### src/rtl/wb_arb_pkg.sv
// Shared types and sizing helpers for the wb_arb Wishbone arbiter.
package wb_arb_pkg;

    typedef enum logic [0:0] {
        ST_IDLE  = 1'b0,
        ST_GRANT = 1'b1
    } arb_state_e;

    // Width of the outstanding-strobe counter: $clog2(MAX_OUT+1).
    function automatic int out_cnt_w(input int max_out);
        return (max_out < 1) ? 1 : $clog2(max_out + 1);
    endfunction

endpackage

### src/rtl/wb_arb_rr.sv
// Combinational round-robin picker: the first requester at or after ptr
// (wrapping) wins; the result is one-hot, or zero when nobody requests.
import wb_arb_pkg::*;

module wb_arb_rr #(
    parameter int N  = 2,
    parameter int PW = 1
) (
    input  logic [N-1:0]  req,
    input  logic [PW-1:0] ptr,
    output logic [N-1:0]  gnt
);

    // Two scans: indices from ptr upward first, then the wrapped low part
    always_comb begin
        logic found;
        gnt   = {N{1'b0}};
        found = 1'b0;
        for (int i = 0; i < N; i++) begin
            if (!found && (i >= int'(ptr)) && req[i]) begin
                gnt[i] = 1'b1;
                found  = 1'b1;
            end else begin
                found = found;
            end
        end
        for (int i = 0; i < N; i++) begin
            if (!found && (i < int'(ptr)) && req[i]) begin
                gnt[i] = 1'b1;
                found  = 1'b1;
            end else begin
                found = found;
            end
        end
    end

endmodule

### src/rtl/wb_arb.sv
// Round-robin arbiter giving N_MST pipelined Wishbone masters access to one
// shared slave. Optional ack watchdog enabled by defining WB_ARB_TIMEOUT_EN.
import wb_arb_pkg::*;

module wb_arb #(
    parameter int CFGAW   = 32,
    parameter int CFGDW   = 32,
    parameter int N_MST   = 2,
    parameter int MAX_OUT = 4,
    parameter int TIMEOUT = 255
) (
    input  logic                         clk,
    input  logic                         rst_n,
    input  logic [N_MST-1:0]             m_cyc_i,
    input  logic [N_MST-1:0]             m_stb_i,
    input  logic [N_MST-1:0]             m_we_i,
    input  logic [N_MST-1:0][CFGAW-1:0]  m_addr_i,
    input  logic [N_MST-1:0][CFGDW-1:0]  m_data_i,
    output logic [N_MST-1:0]             m_ack_o,
    output logic [N_MST-1:0]             m_stall_o,
    output logic [N_MST-1:0]             m_err_o,
    output logic [CFGDW-1:0]             m_data_o,
    output logic                         s_cyc_o,
    output logic                         s_stb_o,
    output logic                         s_we_o,
    output logic [CFGAW-1:0]             s_addr_o,
    output logic [CFGDW-1:0]             s_data_o,
    input  logic                         s_ack_i,
    input  logic                         s_stall_i,
    input  logic [CFGDW-1:0]             s_data_i,
    output logic [N_MST-1:0]             grant_o,
    output logic                         busy_o
);

    localparam int PW = (N_MST > 1) ? $clog2(N_MST) : 1;
    localparam int OW = out_cnt_w(MAX_OUT);

    // Elaboration-time parameter legality
    if (N_MST < 2 || N_MST > 8) begin : g_bad_nmst
        $error("wb_arb: N_MST out of range 2..8");
    end
    if (MAX_OUT < 1 || MAX_OUT > 15) begin : g_bad_maxout
        $error("wb_arb: MAX_OUT out of range 1..15");
    end
    if (TIMEOUT < 1) begin : g_bad_timeout
        $error("wb_arb: TIMEOUT must be positive");
    end

    arb_state_e        state_r, state_nxt_s;
    logic [N_MST-1:0]  grant_nxt_s, win_s;
    logic [PW-1:0]     ptr_r, ptr_nxt_s, widx_s;
    logic [OW-1:0]     out_cnt_r;
    logic              cyc_g_s, stb_g_s, full_s, timeout_hit_s;
    logic              inc_s, dec_s;

    function automatic logic [PW-1:0] oh2idx(input logic [N_MST-1:0] oh);
        logic [PW-1:0] idx;
        idx = {PW{1'b0}};
        for (int i = 0; i < N_MST; i++) begin
            if (oh[i]) idx = idx | PW'(i);
            else       idx = idx;
        end
        return idx;
    endfunction

    wb_arb_rr #(.N(N_MST), .PW(PW)) u_rr (
        .req (m_cyc_i),
        .ptr (ptr_r),
        .gnt (win_s)
    );

    assign widx_s = oh2idx(win_s);

    // Mux the granted master onto the slave side (grant_o is zero in IDLE)
    always_comb begin
        cyc_g_s  = 1'b0;
        stb_g_s  = 1'b0;
        s_we_o   = 1'b0;
        s_addr_o = {CFGAW{1'b0}};
        s_data_o = {CFGDW{1'b0}};
        for (int i = 0; i < N_MST; i++) begin
            if (grant_o[i]) begin
                cyc_g_s  = cyc_g_s | m_cyc_i[i];
                stb_g_s  = stb_g_s | m_stb_i[i];
                s_we_o   = s_we_o | m_we_i[i];
                s_addr_o = s_addr_o | m_addr_i[i];
                s_data_o = s_data_o | m_data_i[i];
            end else begin
                cyc_g_s = cyc_g_s;
            end
        end
    end

    // Full only when the limit is reached and no ack frees a slot this cycle
    assign full_s    = (out_cnt_r == OW'(MAX_OUT)) && !s_ack_i;
    assign s_cyc_o   = cyc_g_s && !timeout_hit_s;
    assign s_stb_o   = s_cyc_o && stb_g_s && !full_s;
    assign m_stall_o = ~grant_o | {N_MST{s_stall_i | full_s | timeout_hit_s}};
    // Acks reach the master only while its cycle is live and work is pending
    assign m_ack_o   = grant_o & {N_MST{s_ack_i && s_cyc_o && (out_cnt_r != {OW{1'b0}})}};
    assign m_data_o  = s_data_i;
    assign busy_o    = (state_r == ST_GRANT);
    assign inc_s     = s_stb_o && !s_stall_i;
    assign dec_s     = s_ack_i && (out_cnt_r != {OW{1'b0}});

    // Next-state, next-grant and round-robin pointer update
    always_comb begin
        state_nxt_s = state_r;
        grant_nxt_s = grant_o;
        ptr_nxt_s   = ptr_r;
        case (state_r)
            ST_IDLE: begin
                if (|m_cyc_i) begin
                    state_nxt_s = ST_GRANT;
                    grant_nxt_s = win_s;
                    ptr_nxt_s   = (widx_s == PW'(N_MST - 1)) ? {PW{1'b0}} : (widx_s + PW'(1));
                end else begin
                    grant_nxt_s = {N_MST{1'b0}};
                end
            end
            ST_GRANT: begin
                if (!cyc_g_s || timeout_hit_s) begin
                    state_nxt_s = ST_IDLE;
                    grant_nxt_s = {N_MST{1'b0}};
                end else begin
                    state_nxt_s = ST_GRANT;
                end
            end
            default: begin
                state_nxt_s = ST_IDLE;
                grant_nxt_s = {N_MST{1'b0}};
            end
        endcase
    end

    // FSM state, registered grant and pointer
    always_ff @(posedge clk or negedge rst_n) begin
        if (!rst_n) begin
            state_r <= ST_IDLE;
            grant_o <= {N_MST{1'b0}};
            ptr_r   <= {PW{1'b0}};
        end else begin
            state_r <= state_nxt_s;
            grant_o <= grant_nxt_s;
            ptr_r   <= ptr_nxt_s;
        end
    end

    // Outstanding strobe counter, cleared whenever GRANT is not held
    always_ff @(posedge clk or negedge rst_n) begin
        if (!rst_n) begin
            out_cnt_r <= {OW{1'b0}};
        end else if ((state_r != ST_GRANT) || (state_nxt_s != ST_GRANT)) begin
            out_cnt_r <= {OW{1'b0}};
        end else begin
            case ({inc_s, dec_s})
                2'b10:   out_cnt_r <= out_cnt_r + OW'(1);
                2'b01:   out_cnt_r <= out_cnt_r - OW'(1);
                default: out_cnt_r <= out_cnt_r;
            endcase
        end
    end

`ifdef WB_ARB_TIMEOUT_EN
    localparam int TW = $clog2(TIMEOUT + 1);
    logic [TW-1:0] to_cnt_r;

    assign timeout_hit_s = (state_r == ST_GRANT) && (to_cnt_r == TW'(TIMEOUT));
    assign m_err_o       = grant_o & {N_MST{timeout_hit_s}};

    // Ack watchdog: counts stalled cycles with work pending, any ack clears it
    always_ff @(posedge clk or negedge rst_n) begin
        if (!rst_n) begin
            to_cnt_r <= {TW{1'b0}};
        end else if ((state_r != ST_GRANT) || s_ack_i || timeout_hit_s) begin
            to_cnt_r <= {TW{1'b0}};
        end else if (out_cnt_r != {OW{1'b0}}) begin
            to_cnt_r <= to_cnt_r + TW'(1);
        end else begin
            to_cnt_r <= to_cnt_r;
        end
    end
`else
    assign timeout_hit_s = 1'b0;
    assign m_err_o       = {N_MST{1'b0}};
`endif

endmodule
### config.mk
export PLATFORM = sky130hd
export DESIGN_NAME = wb_arb
export DESIGN_NICKNAME = d
export VERILOG_FILES = /design/src/rtl/wb_arb_pkg.sv /design/src/rtl/wb_arb_rr.sv /design/src/rtl/wb_arb.sv
export SDC_FILE = /design/constraint.sdc
export NUM_CORES = 1
export LEC_CHECK = 0
export ABC_AREA = 1
export BUFFER_PORTS_ARGS = -buffer_cell sky130_fd_sc_hd__buf_2
export CAP_MARGIN = 20
export CELL_PAD_IN_SITES_DETAIL_PLACEMENT = 0
export CELL_PAD_IN_SITES_GLOBAL_PLACEMENT = 1
export CORE_AREA = 2 2 107 109
export CTS_CLUSTER_DIAMETER = 200
export DETAILED_ROUTE_END_ITERATION = 6
export DIE_AREA = 0 0 109 111
export PLACE_DENSITY = 0.88
export SYNTH_ARGS = -nofsm -noshare
export SYNTH_HDL_FRONTEND = slang
export SYNTH_HIERARCHICAL = 1
export SYNTH_SLANG_ARGS = --single-unit
export TNS_END_PERCENT = 100
### constraint.sdc
create_clock -name clk -period 4.22 [get_ports clk]
set_clock_uncertainty 0.2 [all_clocks]
set_input_delay 0.633 -clock clk [delete_from_list [all_inputs] [get_ports clk]]
set_output_delay 0.633 -clock clk [all_outputs]
set_load 0.1 [all_outputs]
==> reports/metrics.csv <==
stage,metric,value,unit
outcome,status,completed,
floorplanning,cell row count,39,
synthesis,Synth top area share,0.400,
cells_and_area,Syn-to-layout area delta,67.0,%
setup_path,CP max stage delay,760,ps
synthesis,Synth async-reset ratio,1.00,
drt,drt drc,0,
synthesis,Post-synth EDFFs,0,
place,Post-DP HPWL,5560,um
drt,Routed WL,6800,um
setup_path,Critical Path Source Type,register,
drt,Top Layer Used,met4,
job,max cap viols,0,
floorplanning,core footprint,11100,um^2
timing,Finish-stage setup viols,0,
clock_network,"Reg clk slew, reported paths",40,ps
drt,number of DRC markers in iteration 0,123,
pwr,PD cells,789,nW/um^2
clock_network,Max Root-Sink Buffers,2,
synthesis,most numerous cell in the Yosys netlist,a22o_1,
timing,Hold Slack,23.5,ps
setup_path,Crit. End Element,output port,
cells_and_area,fraction of layout cells with a size suffix above 1,0.640,
pwr,leakage,1.43,nW
clock_network,H-Tree Depth,1,
clock_network,CTS hold repair buffers,0,
setup_path,r2r setup slk,1490,ps
global_route,pin count of the biggest net entering global routing,41,
drt,Vias,2039,
synthesis,Seq cells post-synth,7,
floorplanning,# IOs,278,
place,DP Worst Slack,1410,ps
floorplanning,starting density of the core,0.129,
setup_path,Crit Path Class,reg -> out,
drt,WL per Instance,13.8,um
place,instance area at placement,2300,um^2
global_route,GR Util All Layers,0.0987,
setup_path,CP top delay family,buffers and inverters,
floorplanning,DIE AREA,12100,um^2
clock_network,clk_lat worst skew,240,ps
clock_network,post_cts resized,0,
timing,Fin. Hold Viols,0,
clock_network,postcts setup bufs,0,
min_path,Hold/Removal Path Class,in -> async,
synthesis,Syn Std Cell Area,1420,um^2
synthesis,Synth area leader,a22o_1,
setup_path,Worst Path Max Fanout,37,
cells_and_area,Non-Filler Instances,493,
synthesis,Synth Instances,182,
synthesis,Synth top cells by count,"a22o_1 (65), buf_4 (35), nand2_1 (17), inv_1 (13), nor2_1 (12)",
synthesis,Synth Warn #,6,
drt,met3 WL,506,um
timing,fin crit period,3050,ps
setup_path,crit-path cells,"buf_4, nand2_1, nand2_1, nand2_1, nor2_1, buf_2",
setup_path,Required @ worst endpoint,3390,ps
cells_and_area,"Design Area, Final",2380,um^2
clock_network,CTS Buf Count,3,
synthesis,syn avg cell area,7.82,um^2
pwr,peak supply drop,320,uV
synthesis,Synth cell types,21,
global_route,GR Overflow Total,0,
timing,Achievable Freq,328,MHz
timing,max-slew violations,0,
floorplanning,die height,111,um
drt,antenna-violating nets left,0,
place,IO buf count,211,
place,Placed Instances,489,
global_route,first-pass GRT wire length,9480,um
synthesis,synth top area cells,"a22o_1 (40%), buf_4 (18%), dfrtp_1 (12%), buf_6 (5.5%), nand2_1 (4.5%)",
global_route,via count of the first global-routing pass,1941,
setup_path,Buf/Inv on CP,2,
setup_path,CP dominant cell by count,nand2_1,
timing,Worst Tran Pin Value,711,ps
timing,setup ws final,1170,ps
timing,Worst slew margin,0.526,
timing,Final Cycle Share,0.724,
global_route,initial antenna violation count,0,
drt,Pre-antenna DRT Iters,6,
timing,RSZ-0062 raised after global routing,false,
setup_path,Arrival @ worst endpoint,2220,ps
cells_and_area,Ant. Diodes,0,
clock_network,total clock sinks,7,
clock_network,TritonCTS clock tree,done,
place,RePlAce Congestion,0.671,
synthesis,Main synth FF type,dfrtp_1,
setup_path,critical path's slowest cell,dfrtp_2,
floorplanning,Die Width,109,um
clock_network,Root Driver,clkbuf_16,
drt,number of vias per cell,4.14,
cells_and_area,Layout Nets,523,
timing,Setup TNS,0,ps
drt,Met2 Wirelength,3290,um
drt,DRT met1 WL,2850,um
synthesis,sequential cell area fraction in the yosys report,0.123,
routing by layer:
metal / track usage / vias to the layer above
met4: 0.0325 / 0
met1: 0.126 / 958
met2: 0.170 / 98
met3: 0.0106 / 21
met5: 0 / -
li1: - / 962
cells in the final DEF (no fill, tap or decap), drive strengths merged, types with 2 or more instances in the layout:
cell type,n
a21boi,2
a21oi,2
a22o,65
buf,213
clkbuf,3
conb,2
dfrtp,7
inv,13
nand2,19
nand3,4
nor2,12
o22ai,2
registers in the layout (all words and copies together), names as in the netlist:
signal,flops
ptr_r,1
busy_o,1
out_cnt_r,3
grant_o,2
metrics by stage:
step	util	power (W)
6_report	0.215	0.00188
5_1_grt	0.215	0.00193
4_1_cts	0.215	0.00188
3_5_place_dp	0.208	0.00171
3_3_place_gp	0.208	0.00170
2_1_floorplan	-	0.00164
kinds of logic after synthesis:
| group | synth area share |
|---|---|
| adder cells (fa/ha/maj) | 0.0228 |
| flip-flops | 0.123 |
| AND/OR/NAND/NOR | 0.106 |
| buffers and inverters | 0.302 |
| other | 0.00263 |
| AO/OA/AOI/OAI | 0.443 |
path summary, 6_finish.rpt:
| path | from | to | cells after the start |
|---|---|---|---|
| setup / recovery | grant_o[1]$_DFFE_PN0P_ | s_stb_o | 6 |
| hold / removal | rst_n | grant_o[0]$_DFFE_PN0P_ | 1 |
| min in group clk | ptr_r$_DFFE_PN0P_ | ptr_r$_DFFE_PN0P_ | 2 |
| hold reg to reg | ptr_r$_DFFE_PN0P_ | ptr_r$_DFFE_PN0P_ | 2 |
| setup reg to reg | grant_o[1]$_DFFE_PN0P_ | out_cnt_r[1]$_DFFE_PN0P_ | 10 |
| max in group asynchronous | rst_n | grant_o[1]$_DFFE_PN0P_ | 1 |
where the power goes:
group	leakage (nW)	internal, W	total (W)	switching (W)
registers	0.0893	0.0000803	0.000136	0.0000561
clock network	0.0409	0.000125	0.000165	0.0000404
logic	1.30	0.000259	0.00158	0.00132
total	1.43	0.000464	0.00188	0.00141
area by class of cell:
cell class | count | area, um^2
fill | 1253 | 8700
multi-input combinational | 113 | 822
clock buffer | 3 | 75.1
sequential | 7 | 178
timing repair buffer | 213 | 1070
tap | 143 | 179
clock inverter | 1 | 5.00
inverter | 13 | 48.8
(Power assumes the default switching activity.)
